[config.mk]
export PLATFORM = sky130hd
export DESIGN_NAME = clk_phase_gen_flat
export DESIGN_NICKNAME = d
export VERILOG_FILES = /design/src/rtl/clk_phase_gen_if.sv /design/src/rtl/clk_phase_gen.sv /design/src/flat_wrapper.sv
export SDC_FILE = /design/constraint.sdc
export NUM_CORES = 1
export LEC_CHECK = 0
export CAP_MARGIN = 20
export CORE_MARGIN = 2
export CORE_UTILIZATION = 54
export DETAILED_ROUTE_END_ITERATION = 8
export PLACE_DENSITY = 0.72
export REMOVE_ABC_BUFFERS = 1
export SKIP_CTS_REPAIR_TIMING = 1
export SLEW_MARGIN = 5
export SYNTH_ARGS = -nofsm -noshare
export SYNTH_HDL_FRONTEND = slang
export SYNTH_SLANG_ARGS = --single-unit
[constraint.sdc]
create_clock -name clock -period 6.15 [get_ports clock]
set_input_delay 1.23 -clock clock [delete_from_list [all_inputs] [get_ports clock]]
set_output_delay 1.23 -clock clock [all_outputs]
set_load 0.01 [all_outputs]
[src/rtl/clk_phase_gen_if.sv]
// Configuration port of clk_phase_gen: valid/ready request carrying
// channel select, new half-period and phase start value.
interface clk_phase_gen_if #(
   parameter int CH_W  = 2,
   parameter int CNT_W = 8
);
   logic             cfg_valid;
   logic             cfg_ready;
   logic [CH_W-1:0]  cfg_ch;
   logic [CNT_W-1:0] cfg_half;
   logic [CNT_W-1:0] cfg_phase;

   modport master (
      output cfg_valid, cfg_ch, cfg_half, cfg_phase,
      input  cfg_ready
   );

   modport slave (
      input  cfg_valid, cfg_ch, cfg_half, cfg_phase,
      output cfg_ready
   );
endinterface

[src/rtl/clk_phase_gen.sv]
// Multi-channel 50%-duty clock divider with rise/fall strobes,
// runtime-reconfigurable ratio and phase applied on align.
// Ports: clock, reset (async, high), enable, align, cfg (slave),
//        clk_out, rise_pulse, fall_pulse, pending (one bit per channel).
module clk_phase_gen #(
   parameter int NUM_CH       = 4,
   parameter int CNT_W        = 8,
   parameter int DEFAULT_HALF = 1,
   parameter int CH_W         = (NUM_CH > 1) ? $clog2(NUM_CH) : 1
) (
   input  logic              clock,
   input  logic              reset,
   input  logic              enable,
   input  logic              align,
   clk_phase_gen_if.slave    cfg,
   output logic [NUM_CH-1:0] clk_out,
   output logic [NUM_CH-1:0] rise_pulse,
   output logic [NUM_CH-1:0] fall_pulse,
   output logic [NUM_CH-1:0] pending
);

   localparam logic [CNT_W-1:0] DEF_H =
      CNT_W'((DEFAULT_HALF < 1) ? 1 : DEFAULT_HALF);
   localparam logic [CNT_W-1:0] ONE = CNT_W'(1);

   logic [CNT_W-1:0] cnt_q    [NUM_CH];
   logic [CNT_W-1:0] active_q [NUM_CH];
   logic [CNT_W-1:0] staged_q [NUM_CH];
   logic [CNT_W-1:0] phase_q  [NUM_CH];
   logic [NUM_CH-1:0] clk_q, rise_q, fall_q, pend_q;

   logic [CNT_W-1:0] hm1_cur [NUM_CH];
   logic [CNT_W-1:0] start_v [NUM_CH];
   logic [NUM_CH-1:0] fire;
   logic [CNT_W-1:0] cfg_h;
   logic ready;

   assign clk_out    = clk_q;
   assign rise_pulse = rise_q;
   assign fall_pulse = fall_q;
   assign pending    = pend_q;
   assign cfg.cfg_ready = ready;

   // Out-of-range channel selects match no channel, so they are
   // accepted (ready stays high) and discarded.
   always_comb begin
      ready = 1'b1;
      for (int i = 0; i < NUM_CH; i++) begin
         if (cfg.cfg_ch == CH_W'(i) && pend_q[i]) ready = 1'b0;
      end
   end

   always_comb begin
      cfg_h = (cfg.cfg_half == '0) ? ONE : cfg.cfg_half;
      fire  = '0;
      for (int i = 0; i < NUM_CH; i++) begin
         fire[i] = cfg.cfg_valid && ready && (cfg.cfg_ch == CH_W'(i));
      end
   end

   // staged_q is always >= 1, so h_new-1 never underflows; on align
   // the start count is clamped into the new period.
   always_comb begin
      for (int i = 0; i < NUM_CH; i++) begin
         hm1_cur[i] = ((active_q[i] == '0) ? ONE : active_q[i]) - ONE;
         start_v[i] = (phase_q[i] > staged_q[i] - ONE)
                    ? staged_q[i] - ONE : phase_q[i];
      end
   end

   always_ff @(posedge clock or posedge reset) begin
      if (reset) begin
         clk_q  <= '0;
         rise_q <= '0;
         fall_q <= '0;
         pend_q <= '0;
         for (int i = 0; i < NUM_CH; i++) begin
            cnt_q[i]    <= '0;
            active_q[i] <= DEF_H;
            staged_q[i] <= DEF_H;
            phase_q[i]  <= '0;
         end
      end else begin
         rise_q <= '0;
         fall_q <= '0;
         for (int i = 0; i < NUM_CH; i++) begin
            if (align) begin
               active_q[i] <= staged_q[i];
               cnt_q[i]    <= start_v[i];
               clk_q[i]    <= 1'b0;
               pend_q[i]   <= 1'b0;
            end else if (enable) begin
               if (cnt_q[i] == hm1_cur[i]) begin
                  cnt_q[i]  <= '0;
                  clk_q[i]  <= ~clk_q[i];
                  rise_q[i] <= ~clk_q[i];
                  fall_q[i] <= clk_q[i];
                  // New ratio only at a falling edge: no runt pulse.
                  if (clk_q[i] && pend_q[i]) begin
                     active_q[i] <= staged_q[i];
                     pend_q[i]   <= 1'b0;
                  end
               end else begin
                  cnt_q[i] <= cnt_q[i] + ONE;
               end
            end
            // A request in the align cycle stays staged for later.
            if (fire[i]) begin
               staged_q[i] <= cfg_h;
               phase_q[i]  <= cfg.cfg_phase;
               pend_q[i]   <= 1'b1;
            end
         end
      end
   end

endmodule

[src/flat_wrapper.sv]
// flat-port wrapper written by rule: the top's interface ports become plain ports
module clk_phase_gen_flat 
#(
   parameter int NUM_CH       = 4,
   parameter int CNT_W        = 8,
   parameter int DEFAULT_HALF = 1,
   parameter int CH_W         = (NUM_CH > 1) ? $clog2(NUM_CH) : 1
)
  (clock, reset, enable, align, clk_out, rise_pulse, fall_pulse, pending, cfg_cfg_valid, cfg_cfg_ch, cfg_cfg_half, cfg_cfg_phase, cfg_cfg_ready);
  clk_phase_gen_if #(.CH_W(CH_W), .CNT_W(CNT_W)) cfg_i ();
  input  logic clock;
  input  logic reset;
  input  logic enable;
  input  logic align;
  output logic [NUM_CH-1:0] clk_out;
  output logic [NUM_CH-1:0] rise_pulse;
  output logic [NUM_CH-1:0] fall_pulse;
  output logic [NUM_CH-1:0] pending;
  input wire logic [$bits(cfg_i.cfg_valid)-1:0] cfg_cfg_valid;
  input wire logic [$bits(cfg_i.cfg_ch)-1:0] cfg_cfg_ch;
  input wire logic [$bits(cfg_i.cfg_half)-1:0] cfg_cfg_half;
  input wire logic [$bits(cfg_i.cfg_phase)-1:0] cfg_cfg_phase;
  output wire logic [$bits(cfg_i.cfg_ready)-1:0] cfg_cfg_ready;
  assign cfg_i.cfg_valid = cfg_cfg_valid;
  assign cfg_i.cfg_ch = cfg_cfg_ch;
  assign cfg_i.cfg_half = cfg_cfg_half;
  assign cfg_i.cfg_phase = cfg_cfg_phase;
  assign cfg_cfg_ready = cfg_i.cfg_ready;
  clk_phase_gen #(.NUM_CH(NUM_CH), .CNT_W(CNT_W), .DEFAULT_HALF(DEFAULT_HALF), .CH_W(CH_W)) u_core (.clock(clock), .reset(reset), .enable(enable), .align(align), .cfg(cfg_i), .clk_out(clk_out), .rise_pulse(rise_pulse), .fall_pulse(fall_pulse), .pending(pending));
endmodule
Word level (Yosys, flattened, before mapping)
Index checks and enable logic that the tools add are counted.
{"block": "op_classes", "add_sub_neg": 12, "order_cmp": 4, "n_eq_ne": 7, "mux": 97, "bitwise_logic": 4, "n_reduce_logical": 52}
{"op": "$mux 8", "n": 37}
{"op": "$sub 8x1->8 const B", "n": 8}
{"op": "$mux 1", "n": 60}
{"op": "$logic_not 8->1", "n": 5}
{"op": "$reduce_bool 3->1", "n": 12}
{"op": "$add 8x1->8 const B", "n": 4}
{"op": "$eq 8x8->1", "n": 4}
{"op": "$gt 8x8->1", "n": 4}
{"op": "$reduce_and 3->1", "n": 8}
{"op": "$reduce_bool 2->1", "n": 9}
{"op": "$logic_and 1x1->1", "n": 13}
{"op": "$reduce_and 2->1", "n": 4}
{"op": "$eq 2x2->1 const B", "n": 2}
{"op": "$not 1->1", "n": 4}
{"op": "$eq 2x1->1 const B", "n": 1}
{"op": "$logic_not 2->1", "n": 1}
{"block": "word_totals", "reg_bits": 144, "in_bits": 23}

Longest topological paths before layout
{"block": "logic_depth", "word_depth": 10, "ltp_mapped": 12, "ltp_nobuf": 11}

Worst setup path after synthesis
OpenSTA, ideal clock, no wires.
{"block": "synth_path", "path_type": "in2out", "from": "input cfg_cfg_ch[0]", "to": "output cfg_cfg_ready", "t_arrival_ns": 1.791, "t_required_ns": 4.920, "slack_ns": 3.129, "path_stages": 2, "path_buffers": 0, "path_cell_list": "mux4_2 -> inv_1"}
{"block": "synth_via", "elab_chain_cells": 6, "elab_cells_between_ends": 12}
{"item": "start: declaration", "line_no": "flat_wrapper.sv:20", "text": "input wire logic [$bits(cfg_i.cfg_ch)-1:0] cfg_cfg_ch;"}
{"item": "$logic_not 2->1", "line_no": "clk_phase_gen.sv:49", "text": "if (cfg.cfg_ch == CH_W'(i) && pend_q[i]) ready = 1'b0;"}
{"item": "$logic_and 1x1->1", "line_no": "clk_phase_gen.sv:49"}
{"item": "$mux 1 (3 in series)", "line_no": "clk_phase_gen.sv:49"}
{"item": "$mux 1 (*)", "line_no": "clk_phase_gen.sv:49"}
{"item": "end: declaration", "line_no": "flat_wrapper.sv:23", "text": "output wire logic [$bits(cfg_i.cfg_ready)-1:0] cfg_cfg_ready;"}
Mark *: on every way between the ends. The rest lies on a longest branch, timed or not.

Worst setup path in the final report
Same ends and word-level chain as after synthesis.

==> run_results.csv <==
group,metric,value,unit
place,portBuffers,39,
synth,yosysUniqueCellTypes,81,
clock_network,clkLatencyLatePin,430,ps
timing,skew,7.96,ps
synth,synth-adder-area-share,6.17,%
timing,hold_viol,0,
grt,globalRouteTotalUtil,25.3,%
finish,diodes,0,
worst_setup_path,crit_required,4920,ps
synth,async_reset_ff_share,100,%
grt,grt_max_degree,111,
floorplan,die_w,133,um
grt,antenna_found_initial,0,
worst_setup_path,r2r-start,"u_core.staged_q[10]",
hold_path,whs_path_depth,2,
synth,synthFlopType,"dfrtp_1",
timing,setup_viol,0,
synth,synth-seq-cells,144,
finish,synthToLayoutAreaGrowth,13.7,%
synth,ys_seq_area_share,40.5,%
timing,fmax,229,MHz
timing,rsz0062_at_grt,"false",
floorplan,die_area,17600,um2
synth,synth_edf_count,0,
synth,synth_simple_gate_area_share,15.7,%
power,switchingPower,1.66,mW
power,pwr-share-comb,37.7,%
timing,fin_setup_tns,0,ps
drt,via_per_inst,6.22,
outcome,status,"finished clean",
finish,fillers,1324,
drt,vias,7048,
power,p_leak,4.15,nW
place,routabilityCongestion,0.867,
drt,routed_wirelength,21.5,mm
worst_setup_path,reg2regPathDepth,10,
worst_setup_path,cp_data_arrival_time,3130,ps
clock_network,clk_pin_slew,60,ps
floorplan,core-area,16000,um2
power,finalPower,4.30,mW
synth,yosysWarnings,0,
hold_path,whs_endpoint,"u_core.staged_q[0]",
timing,drv_slew,0,
grt,grt_pass1_wl,35.4,mm
power,ir_worst_vdd,226,uV
drt,drt_iter0_drc,679,
timing,slew_headroom,30.4,%
worst_setup_path,cp_max_fo,5,
power,clock_power_share,24.9,%
power,p_int,2.64,mW
place,place.detailed.hpwl,14.9,mm
synth,synth_compound_area_share,16.3,%
worst_setup_path,reg2reg_to,"u_core.cnt_q[11]",
power,power_density,424,nW/um2
timing,fin_crit,4360,ps
hold_path,hold_class,"reg -> reg",
synth,syn_area,8920,um2
finish,drive_gt1_share,16.8,%
clock_network,clock-sinks,144,
clock_network,cts_root_buf,"clkbuf_16",
worst_setup_path,r2r_slack,2610,ps
synth,synthMuxAreaShare,12.4,%
drt,wl_per_cell,18.9,um
drt,drtPass1Iterations,6,
floorplan,die_y,133,um
power,seqPwrFrac,37.4,%
finish,nNetsFinal,971,
worst_setup_path,endpoint_kind,"primary output",
synth,synth_xor_area_share,5.50,%
synth,syn_area_per_cell,10.2,um2
synth,synth_top_family_by_area,"compound AO/OA/AOI/OAI gates",
hold_path,min_from,"u_core.staged_q[0]",
power,swShare,38.5,%
floorplan,rows,46,
grt,grt_pass1_vias,6851,
floorplan,initial_core_util,55.8,%
clock_network,cts_tree,"yes",
drt,drtAntennaViolNets,0,
grt,grt_overflow,0,
floorplan,ios,40,
worst_setup_path,worstSetupPathType,"in -> out",
drt,drc,0,
timing,fin_crit_sh,70.9,%
clock_network,cts_buffers,17,
run,cap_violations,0,
finish,fin_util,63.4,%
timing,hold_ws,527,ps
clock_network,clock_tree.buffer_depth,2,
worst_setup_path,start_kind,"input port",
clock_network,htree_num_levels,4,
timing,tightest_slew,1040,ps
synth,synthCells,876,
[how the worst max path moves through the flow]
stage / from / endpoint / slack (ps)
3_3_place_gp: cfg_cfg_ch[0] / cfg_cfg_ready / 1820
4_1_cts: cfg_cfg_ch[0] / cfg_cfg_ready / 1800
5_1_grt: cfg_cfg_ch[0] / cfg_cfg_ready / 1710
2_1_floorplan: reset / u_core.active_q[10] / 1070
6_report: cfg_cfg_ch[0] / cfg_cfg_ready / 1790
3_5_place_dp: cfg_cfg_ch[0] / cfg_cfg_ready / 1800
[cells in the mapped netlist (7+ instances only)]
library cell,count,area (um2)
a211oi_1,9,67.6
a21oi_1,52,260
a221oi_1,7,61.3
a22oi_1,9,67.6
a31oi_1,7,43.8
and3_1,16,100
clkbuf_1,35,131
dfrtp_1,136,3400
dfstp_2,8,210
ha_1,44,551
inv_1,36,135
mux2_2,74,833
mux2i_1,15,150
nand2_1,51,191
nand3_1,21,105
nand4_1,13,81.3
nor2_1,38,143
nor2b_1,14,87.6
nor3_1,23,115
nor4_1,18,113
o211ai_1,20,150
o21ai_0,25,125
o221ai_1,10,87.6
o22ai_1,8,50.1
o311ai_0,7,61.3
or3_1,11,68.8
xnor2_1,36,315
xor2_1,20,175
[state kept, by name, summed over array words and instances, names as in the netlist]
name	cells
u_core.active_q	32
u_core.rise_pulse	4
u_core.fall_pulse	4
u_core.phase_q	32
u_core.staged_q	32
u_core.cnt_q	32
u_core.pending	4
u_core.clk_out	4
[layer usage]
metal | part of all wire (%) | routed length, um | track usage (%)
met1 | 46 | 9920 | 34.6
met2 | 47 | 10200 | 40.7
met3 | 4.5 | 970 | 4.64
met4 | 1.8 | 387 | 8.84
met5 | 0 | 0 | 0
[through the flow]
step                setup WS, ps  cell area [um2]  instances
floorplan                   1070             8760        836
global placement            1820             9500       1099
detailed placement          1800             9500       1099
CTS                         1800            10100       1131
global route                1710            10100       1133
finish                      1790            10100       1133
[logic make-up (layout without fill, tap and decap cells)]
family,after synthesis,in the layout
AO/OA/AOI/OAI,204,204
XOR/XNOR,56,56
adder cells (fa/ha/maj),44,44
buffers and inverters,77,118
flip-flops,144,144
multiplexers,97,97
AND/OR/NAND/NOR,254,254
[placed cells by master (no fill, tap or decap), drive strengths merged, types with 9 or more instances in the layout]
master         count
and3              17
nor4              19
ha                44
nor3              24
inv               38
xor2              20
mux2              81
a22oi              9
nor2              38
nand4             13
buf               11
o211ai            21
o21ai             27
clkbuf            20
a21oi             52
a211oi             9
mux2i             15
nand3             21
nand2             51
nor2b             14
dfrtp            136
xnor2             36
clkdlybuf4s50     38
or3               12
o221ai            10
[worst max-delay path, cell delays in order]
cell	delay, ps
clkdlybuf4s50_1	630
mux4_2	550
inv_1	140
clkdlybuf4s50_1	570
[layout make-up]
type | count | area [um2] | area share, %
sequential | 144 | 3610 | 35.6
tap | 216 | 270 | 2.66
multi-input combinational | 655 | 5030 | 49.6
inverter | 37 | 144 | 1.42
clock buffer | 20 | 447 | 4.40
timing repair buffer | 49 | 484 | 4.77
clock inverter | 12 | 160 | 1.58
[power by group through the flow]
stage | combinational, mW | sequential (mW) | clock [mW]
finish | 1.62 | 1.61 | 1.07
global route | 1.82 | 1.65 | 1.13
CTS | 1.62 | 1.60 | 1.08
detailed placement | 1.60 | 1.61 | 0
global placement | 1.56 | 1.60 | 0
floorplan | 1.30 | 1.49 | 0
Note: power is estimated with default switching activity, not from simulation.
